### src/rtl/timer_defs_pkg.sv
// Shared constants for the memory-mapped countdown timer: register offsets,
// CTRL bit positions, MODE codes, FSM state encodings and a byte-lane merge helper.
package timer_defs;

    localparam int unsigned WIDTH  = 32;
    localparam int unsigned CTRL_W = 4;

    // Word offsets taken from addr[3:2]
    localparam logic [1:0] OFF_CTRL   = 2'd0;
    localparam logic [1:0] OFF_PRESET = 2'd1;
    localparam logic [1:0] OFF_COUNT  = 2'd2;

    localparam int unsigned CTRL_EN      = 0;
    localparam int unsigned CTRL_MODE_LO = 1;
    localparam int unsigned CTRL_MODE_HI = 2;
    localparam int unsigned CTRL_IM      = 3;

    localparam logic [1:0] MODE_ONESHOT = 2'd0;
    localparam logic [1:0] MODE_RELOAD  = 2'd1;

    localparam logic [1:0] ST_IDLE = 2'd0;
    localparam logic [1:0] ST_LOAD = 2'd1;
    localparam logic [1:0] ST_CNT  = 2'd2;
    localparam logic [1:0] ST_INT  = 2'd3;

    // Replace only the byte lanes whose enable is set
    function automatic logic [WIDTH-1:0] merge_bytes(input logic [WIDTH-1:0] old_val,
                                                     input logic [WIDTH-1:0] new_val,
                                                     input logic [3:0]       be);
        logic [WIDTH-1:0] r;
        r = old_val;
        for (int i = 0; i < 4; i++) begin
            if (be[i]) r[8*i +: 8] = new_val[8*i +: 8];
        end
        return r;
    endfunction

endpackage

### src/rtl/timer_dev_bus_if.sv
// Bus side of the timer: block decode, per-register write strobes,
// byte-lane merge of write data and the zero-latency read mux.
module timer_bus_if
    import timer_defs::*;
#(
    parameter logic [31:0] BASE_ADDR = 32'h0000_7F00
) (
    input  logic [31:0]       addr_i,
    input  logic [31:0]       wdata_i,
    input  logic [3:0]        byteen_i,
    input  logic [CTRL_W-1:0] ctrl_i,
    input  logic [WIDTH-1:0]  preset_i,
    input  logic [WIDTH-1:0]  count_i,
    output logic              sel_c_o,
    output logic              ctrl_we_c_o,
    output logic              preset_we_c_o,
    output logic [CTRL_W-1:0] ctrl_wdata_c_o,
    output logic [WIDTH-1:0]  preset_wdata_c_o,
    output logic [31:0]       rdata_c_o
);

    logic [1:0]       off_c;
    logic             we_c;
    logic [WIDTH-1:0] ctrl_merged_c;
    logic             unused_c;

    assign sel_c_o = (addr_i[31:4] == BASE_ADDR[31:4]);
    assign off_c   = addr_i[3:2];
    assign we_c    = sel_c_o && (byteen_i != 4'h0);

    assign ctrl_we_c_o   = we_c && (off_c == OFF_CTRL);
    assign preset_we_c_o = we_c && (off_c == OFF_PRESET);

    // CTRL upper bits do not exist, so writes to them simply fall away
    assign ctrl_merged_c    = merge_bytes(WIDTH'(ctrl_i), wdata_i, byteen_i);
    assign ctrl_wdata_c_o   = ctrl_merged_c[CTRL_W-1:0];
    assign preset_wdata_c_o = merge_bytes(preset_i, wdata_i, byteen_i);

    assign unused_c = ^{addr_i[1:0], ctrl_merged_c[WIDTH-1:CTRL_W]};

    always_comb begin
        rdata_c_o = 32'h0;
        if (sel_c_o) begin
            case (off_c)
                OFF_CTRL:   rdata_c_o = 32'(ctrl_i);
                OFF_PRESET: rdata_c_o = preset_i;
                OFF_COUNT:  rdata_c_o = count_i;
                default:    rdata_c_o = 32'h0;
            endcase
        end
    end

endmodule

### src/rtl/timer_dev.sv
// Memory-mapped countdown timer: CTRL/PRESET/COUNT registers, a four-state
// load/count/interrupt FSM and an interrupt request gated by CTRL.IM.
module timer_dev
    import timer_defs::*;
#(
    parameter logic [31:0] BASE_ADDR = 32'h0000_7F00
) (
    input  logic        clk,
    input  logic        reset,
    input  logic [31:0] addr,
    input  logic [31:0] wdata,
    input  logic [3:0]  byteen,
    output logic [31:0] rdata,
    output logic        sel,
    output logic        irq
);

    logic [1:0]        state_q, state_d;
    logic [CTRL_W-1:0] ctrl_q, ctrl_d;
    logic [WIDTH-1:0]  preset_q, preset_d;
    logic [WIDTH-1:0]  count_q, count_d;
    logic              irq_flag_q, irq_flag_d;

    logic              ctrl_we_c;
    logic              preset_we_c;
    logic [CTRL_W-1:0] ctrl_wdata_c;
    logic [WIDTH-1:0]  preset_wdata_c;
    logic [1:0]        mode_c;

    timer_bus_if #(
        .BASE_ADDR (BASE_ADDR)
    ) u_bus_if (
        .addr_i           (addr),
        .wdata_i          (wdata),
        .byteen_i         (byteen),
        .ctrl_i           (ctrl_q),
        .preset_i         (preset_q),
        .count_i          (count_q),
        .sel_c_o          (sel),
        .ctrl_we_c_o      (ctrl_we_c),
        .preset_we_c_o    (preset_we_c),
        .ctrl_wdata_c_o   (ctrl_wdata_c),
        .preset_wdata_c_o (preset_wdata_c),
        .rdata_c_o        (rdata)
    );

    assign mode_c = ctrl_q[CTRL_MODE_HI:CTRL_MODE_LO];
    assign irq    = irq_flag_q & ctrl_q[CTRL_IM];

    // Reserved modes 2/3 fall through to one-shot behaviour
    always_comb begin
        state_d    = state_q;
        ctrl_d     = ctrl_q;
        preset_d   = preset_q;
        count_d    = count_q;
        irq_flag_d = irq_flag_q;

        if (ctrl_we_c || preset_we_c) irq_flag_d = 1'b0;

        case (state_q)
            ST_IDLE: begin
                if (ctrl_q[CTRL_EN]) state_d = ST_LOAD;
            end
            ST_LOAD: begin
                count_d = preset_q;
                state_d = ST_CNT;
            end
            ST_CNT: begin
                if (!ctrl_q[CTRL_EN]) begin
                    state_d = ST_IDLE;
                end else if (count_q == '0) begin
                    state_d    = ST_INT;
                    irq_flag_d = 1'b1;
                end else begin
                    count_d = count_q - WIDTH'(1);
                end
            end
            ST_INT: begin
                if (mode_c == MODE_RELOAD) begin
                    state_d    = ST_LOAD;
                    irq_flag_d = 1'b0;
                end else begin
                    ctrl_d[CTRL_EN] = 1'b0;
                    state_d         = ST_IDLE;
                end
            end
            default: state_d = ST_IDLE;
        endcase

        // CPU writes take priority over the FSM's automatic EN clear
        if (ctrl_we_c)   ctrl_d   = ctrl_wdata_c;
        if (preset_we_c) preset_d = preset_wdata_c;
    end

    always_ff @(posedge clk) begin
        if (reset) begin
            state_q    <= ST_IDLE;
            ctrl_q     <= '0;
            preset_q   <= '0;
            count_q    <= '0;
            irq_flag_q <= 1'b0;
        end else begin
            state_q    <= state_d;
            ctrl_q     <= ctrl_d;
            preset_q   <= preset_d;
            count_q    <= count_d;
            irq_flag_q <= irq_flag_d;
        end
    end

endmodule

### config.mk
export PLATFORM = sky130hd
export DESIGN_NAME = timer_dev
export DESIGN_NICKNAME = d
export VERILOG_FILES = /design/src/rtl/timer_defs_pkg.sv /design/src/rtl/timer_dev_bus_if.sv /design/src/rtl/timer_dev.sv
export SDC_FILE = /design/constraint.sdc
export NUM_CORES = 1
export LEC_CHECK = 0
export ABC_AREA = 1
export CELL_PAD_IN_SITES_DETAIL_PLACEMENT = 0
export CELL_PAD_IN_SITES_GLOBAL_PLACEMENT = 2
export CORE_AREA = 5 5 145 147
export CTS_CLUSTER_SIZE = 30
export DETAILED_ROUTE_END_ITERATION = 6
export DIE_AREA = 0 0 150 152
export PLACE_DENSITY_LB_ADDON = 0.1
export SLEW_MARGIN = 20
export SYNTH_ARGS = -nofsm -noshare
export SYNTH_HDL_FRONTEND = slang
export SYNTH_HIERARCHICAL = 1
export SYNTH_SLANG_ARGS = --single-unit
export TNS_END_PERCENT = 100
### constraint.sdc
create_clock -name clk -period 2.7 [get_ports clk]
set_input_delay 0.54 -clock clk [delete_from_list [all_inputs] [get_ports clk]]
set_output_delay 0.54 -clock clk [all_outputs]
set_load 0.1 [all_outputs]
==> metrics.log <==
[metrics] Synth Net Count: 963
[metrics] required time reported for the critical path endpoint: 2.16 ns
[metrics] post-synth top area share: between 20% and 30%
[metrics] Fin Setup TNS: 0 ns
[metrics] Static Leak: approximately 3.1 nW
[metrics] Critical Path AT: roughly 2.1 ns
[metrics] number of I/O port buffers: 101
[metrics] wire per inst: between 10 and 15 um
[metrics] sequential fraction of design power: 44.3%
[metrics] status: complete, no violations
[metrics] Max Freq: between 300 and 400 MHz
[metrics] share of synthesized area occupied by flip-flops and latches: around 28%
[metrics] iteration-0 DRC count of the detailed router: roughly 350
[metrics] RD Place Congestion: a little over 0.8
[metrics] setup slack of the worst register-to-register path: 0.62 ns
[metrics] Top Family by Delay on Critical Path: buffers and inverters
[metrics] PD cells: 325 nW/um2
[metrics] switching share of power: 23.7%
[metrics] Chip Height: 152 um
[metrics] instance area at placement: approximately 7000 um2
[metrics] count of nets after finishing: 1,058
[metrics] most frequent cells after synthesis: 191 x sky130_fd_sc_hd__nor2_1, 175 x sky130_fd_sc_hd__nand2_1, 117 x sky130_fd_sc_hd__inv_1, 110 x sky130_fd_sc_hd__o21ai_0, 72 x sky130_fd_sc_hd__nand3_1
[metrics] type of the setup path with the least slack: in -> out
[metrics] Final Skew: 0.00661 ns
[metrics] Final ANT Viol Nets: 0
[metrics] Mapped Cells: ~890
[metrics] number of global-route vias before repair: 5,578
[metrics] number of sinks handled by clock tree synthesis: 71
[metrics] overall die area: around 23,000 um2
[metrics] number of buffers created by CTS: 9
[metrics] Max Transition Viols Final: 0
[metrics] DRC violations left: 0
[metrics] unrepaired setup endpoints after global routing: yes
[metrics] router iterations before antenna repair: 5
[metrics] main area contributors after synthesis: sky130_fd_sc_hd__dfxtp_1 28%, sky130_fd_sc_hd__nor2_1 14%, sky130_fd_sc_hd__nand2_1 13%
[metrics] insertion delay of the later-clocked pin in the worst-skew pair: 0.34 ns
[metrics] global-route usage over all layers: 15.7%
[metrics] number of top-level design ports: 104
[metrics] number of maximum-capacitance violations: 0
[metrics] Worst Hold Class: reg -> reg
[metrics] layout filler cell count: 2,204
[metrics] CP endpoint kind: primary output
[metrics] share of post-route cells with drive strength above 1: 17.3%
[metrics] root buffer selected by CTS: sky130_fd_sc_hd__clkbuf_16
[metrics] peak per-stage delay on the critical path: 0.46 ns
[metrics] post-synthesis register bit count: 71
[metrics] area of the core: between 15,000 and 20,000 um2
[metrics] post-placement worst setup slack: 0.0382 ns
[metrics] total detailed-routing wirelength: about 18,000 um
[metrics] post-route worst setup slack: 0.0744 ns
[metrics] Max-slew headroom: 63.0%
[metrics] CTS max path bufs: 2
[metrics] crit path max fanout: 7
[metrics] pin count of the biggest net entering global routing: 43
[metrics] Cell Int Power: approximately 1.8 mW
[metrics] final standard cell area without fillers: 7290 um2
[metrics] most frequent cell after synthesis: sky130_fd_sc_hd__nor2_1
[metrics] highest ir drop seen on vdd: 0.000274 V
[metrics] Total Power: 2.37 mW
[metrics] cts hold-fix bufs: 0
[metrics] depth of the CTS H-tree: 3
[metrics] power share of the clock group: a little under half
[metrics] first-pass GRT wire length: 29,200 um
[metrics] GR Overflow Total: 0
[metrics] antenna diode instance count: 0
[metrics] clock-pin slew reported for the worst setup and hold paths after clock tree synthesis: ~0.06 ns
[metrics] Syn Area/Cell: between 5 and 6 um2
[metrics] Setup violations, final: 0
[metrics] fraction of registers with async set/reset: 0%
[metrics] summed instance area of the synthesized netlist: 5160 um2
[metrics] proportion of power drawn by combinational gates: 9.9%
[metrics] Crit-path slowest cell: sky130_fd_sc_hd__clkdlybuf4s50_1
[metrics] area added between synthesis and finish: 41.3%
[metrics] CP Cell Sequence: clkdlybuf4s50_1, or2_4, buf_12, clkbuf_16, o21ai_2, inv_1, nor2_2, buf_12
[metrics] number of flops mapped to enable cells by yosys: 0
[metrics] initial antenna violation count: 0
[metrics] synth unique cells: 33
[metrics] number of endpoints with negative hold slack in the final report: 0
[metrics] count of buffer and inverter cells on the critical path: 5
[metrics] vias after detailed routing: 5,634
[metrics] horizontal die dimension: 150 um
[metrics] clock tree from TritonCTS: yes
[metrics] final cycle utilization of the critical path: 97.2%
[metrics] Synth Flop Type: sky130_fd_sc_hd__dfxtp_1
[metrics] Yosys warnings: 6
[metrics] via count normalized by instance count: 4.47
[metrics] CP Launch Type: primary input
[metrics] number of standard-cell rows in the floorplan: 52
[metrics] Core Util, Final: 36.8%
[metrics] initial core utilization: 26.1%
[metrics] Synth area leader: sky130_fd_sc_hd__dfxtp_1
[metrics] Worst-Margin Slew: 0.555 ns
[metrics] net switching power of the design: about 0.56 mW
[metrics] dpl hpwl: 13,400 um
[metrics] most used cell, CP: sky130_fd_sc_hd__buf_12
[metrics] shortest period the worst path allows: 2.63 ns
power groups by stage:
stage | registers, mW | clock network [mW] | logic [mW]
floorplan | 1.07 | 0 | 0.0832
global placement | 1.07 | 0 | 0.226
detailed placement | 1.07 | 0 | 0.225
CTS | 1.05 | 1.11 | 0.226
global route | 1.05 | 1.15 | 0.257
finish | 1.05 | 1.08 | 0.235
metal layers:
| layer | global-route usage [%] | vias to the layer above | share of wire (%) |
|---|---|---|---|
| met5 | 0 | - | 0 |
| met4 | 3.88 | 0 | 1.0 |
| met3 | 2.95 | 12 | 4.3 |
| met2 | 24.4 | 98 | 44 |
| met1 | 22.4 | 2521 | 50 |
| li1 | - | 3003 | - |
cell usage in the layout (no fill, tap or decap), types with 10 or more instances in the layout:
| cell | instances |
|---|---|
| sky130_fd_sc_hd__nand2_1 | 174 |
| sky130_fd_sc_hd__nor2_1 | 157 |
| sky130_fd_sc_hd__inv_1 | 116 |
| sky130_fd_sc_hd__o21ai_0 | 110 |
| sky130_fd_sc_hd__nand3_1 | 72 |
| sky130_fd_sc_hd__dfxtp_1 | 71 |
| sky130_fd_sc_hd__clkdlybuf4s50_1 | 66 |
| sky130_fd_sc_hd__buf_12 | 40 |
| sky130_fd_sc_hd__nor2_2 | 39 |
| sky130_fd_sc_hd__o21ai_2 | 30 |
| sky130_fd_sc_hd__a21oi_1 | 26 |
| sky130_fd_sc_hd__buf_4 | 19 |
| sky130_fd_sc_hd__nor2_4 | 10 |
| sky130_fd_sc_hd__clkbuf_16 | 10 |
area by class of cell:
type	count	area (um2)	share of cell area [%]
Timing Repair Buffer	128	1650	22.6
Clock buffer	11	243	3.33
Clock inverter	2	10.0	0.137
Sequential cell	71	1420	19.5
Multi-Input combinational cell	657	3180	43.6
Inverter	120	450	6.18
Tap cell	270	338	4.64
state kept, by name, summed over array words and instances, names as in the netlist:
name        count
irq_flag_q      1
preset_q       32
count_q        32
ctrl_q          4
state_q         2
worst paths after layout:
path	from	end	cells after the start
setup / recovery	addr[3]	rdata[12]	8
hold / removal	preset_q[31]	preset_q[31]	2
setup reg to reg	count_q[0]	count_q[14]	10
hold reg to reg	preset_q[31]	preset_q[31]	2
logic make-up after synthesis:
logic type / Yosys count / share of synthesized area [%]
simple gates: 472 / 38.2
compound gates: 183 / 20.7
buf+inv: 164 / 13.2
flops: 71 / 27.6
xor+xnor: 1 / 0.170
fa+ha+maj: 1 / 0.243
through the flow:
step	hold slack (ns)	std cells
5_1_grt	0.511	1259
4_1_cts	0.483	1255
3_5_place_dp	0.474	1242
3_3_place_gp	0.464	1242
6_report	0.479	1259
2_1_floorplan	0.448	892
timing repair:
item                       in CTS  in global routing
setup buffers                   0                  3
gates resized for setup         0                 11
setup endpoints to repair       0                 32
worst min-delay path, stage by stage (launching register included):
cell	delay [ns]
sky130_fd_sc_hd__dfxtp_1	0.31
sky130_fd_sc_hd__inv_1	0.07
sky130_fd_sc_hd__a21oi_1	0.06
(Power assumes the default switching activity.)
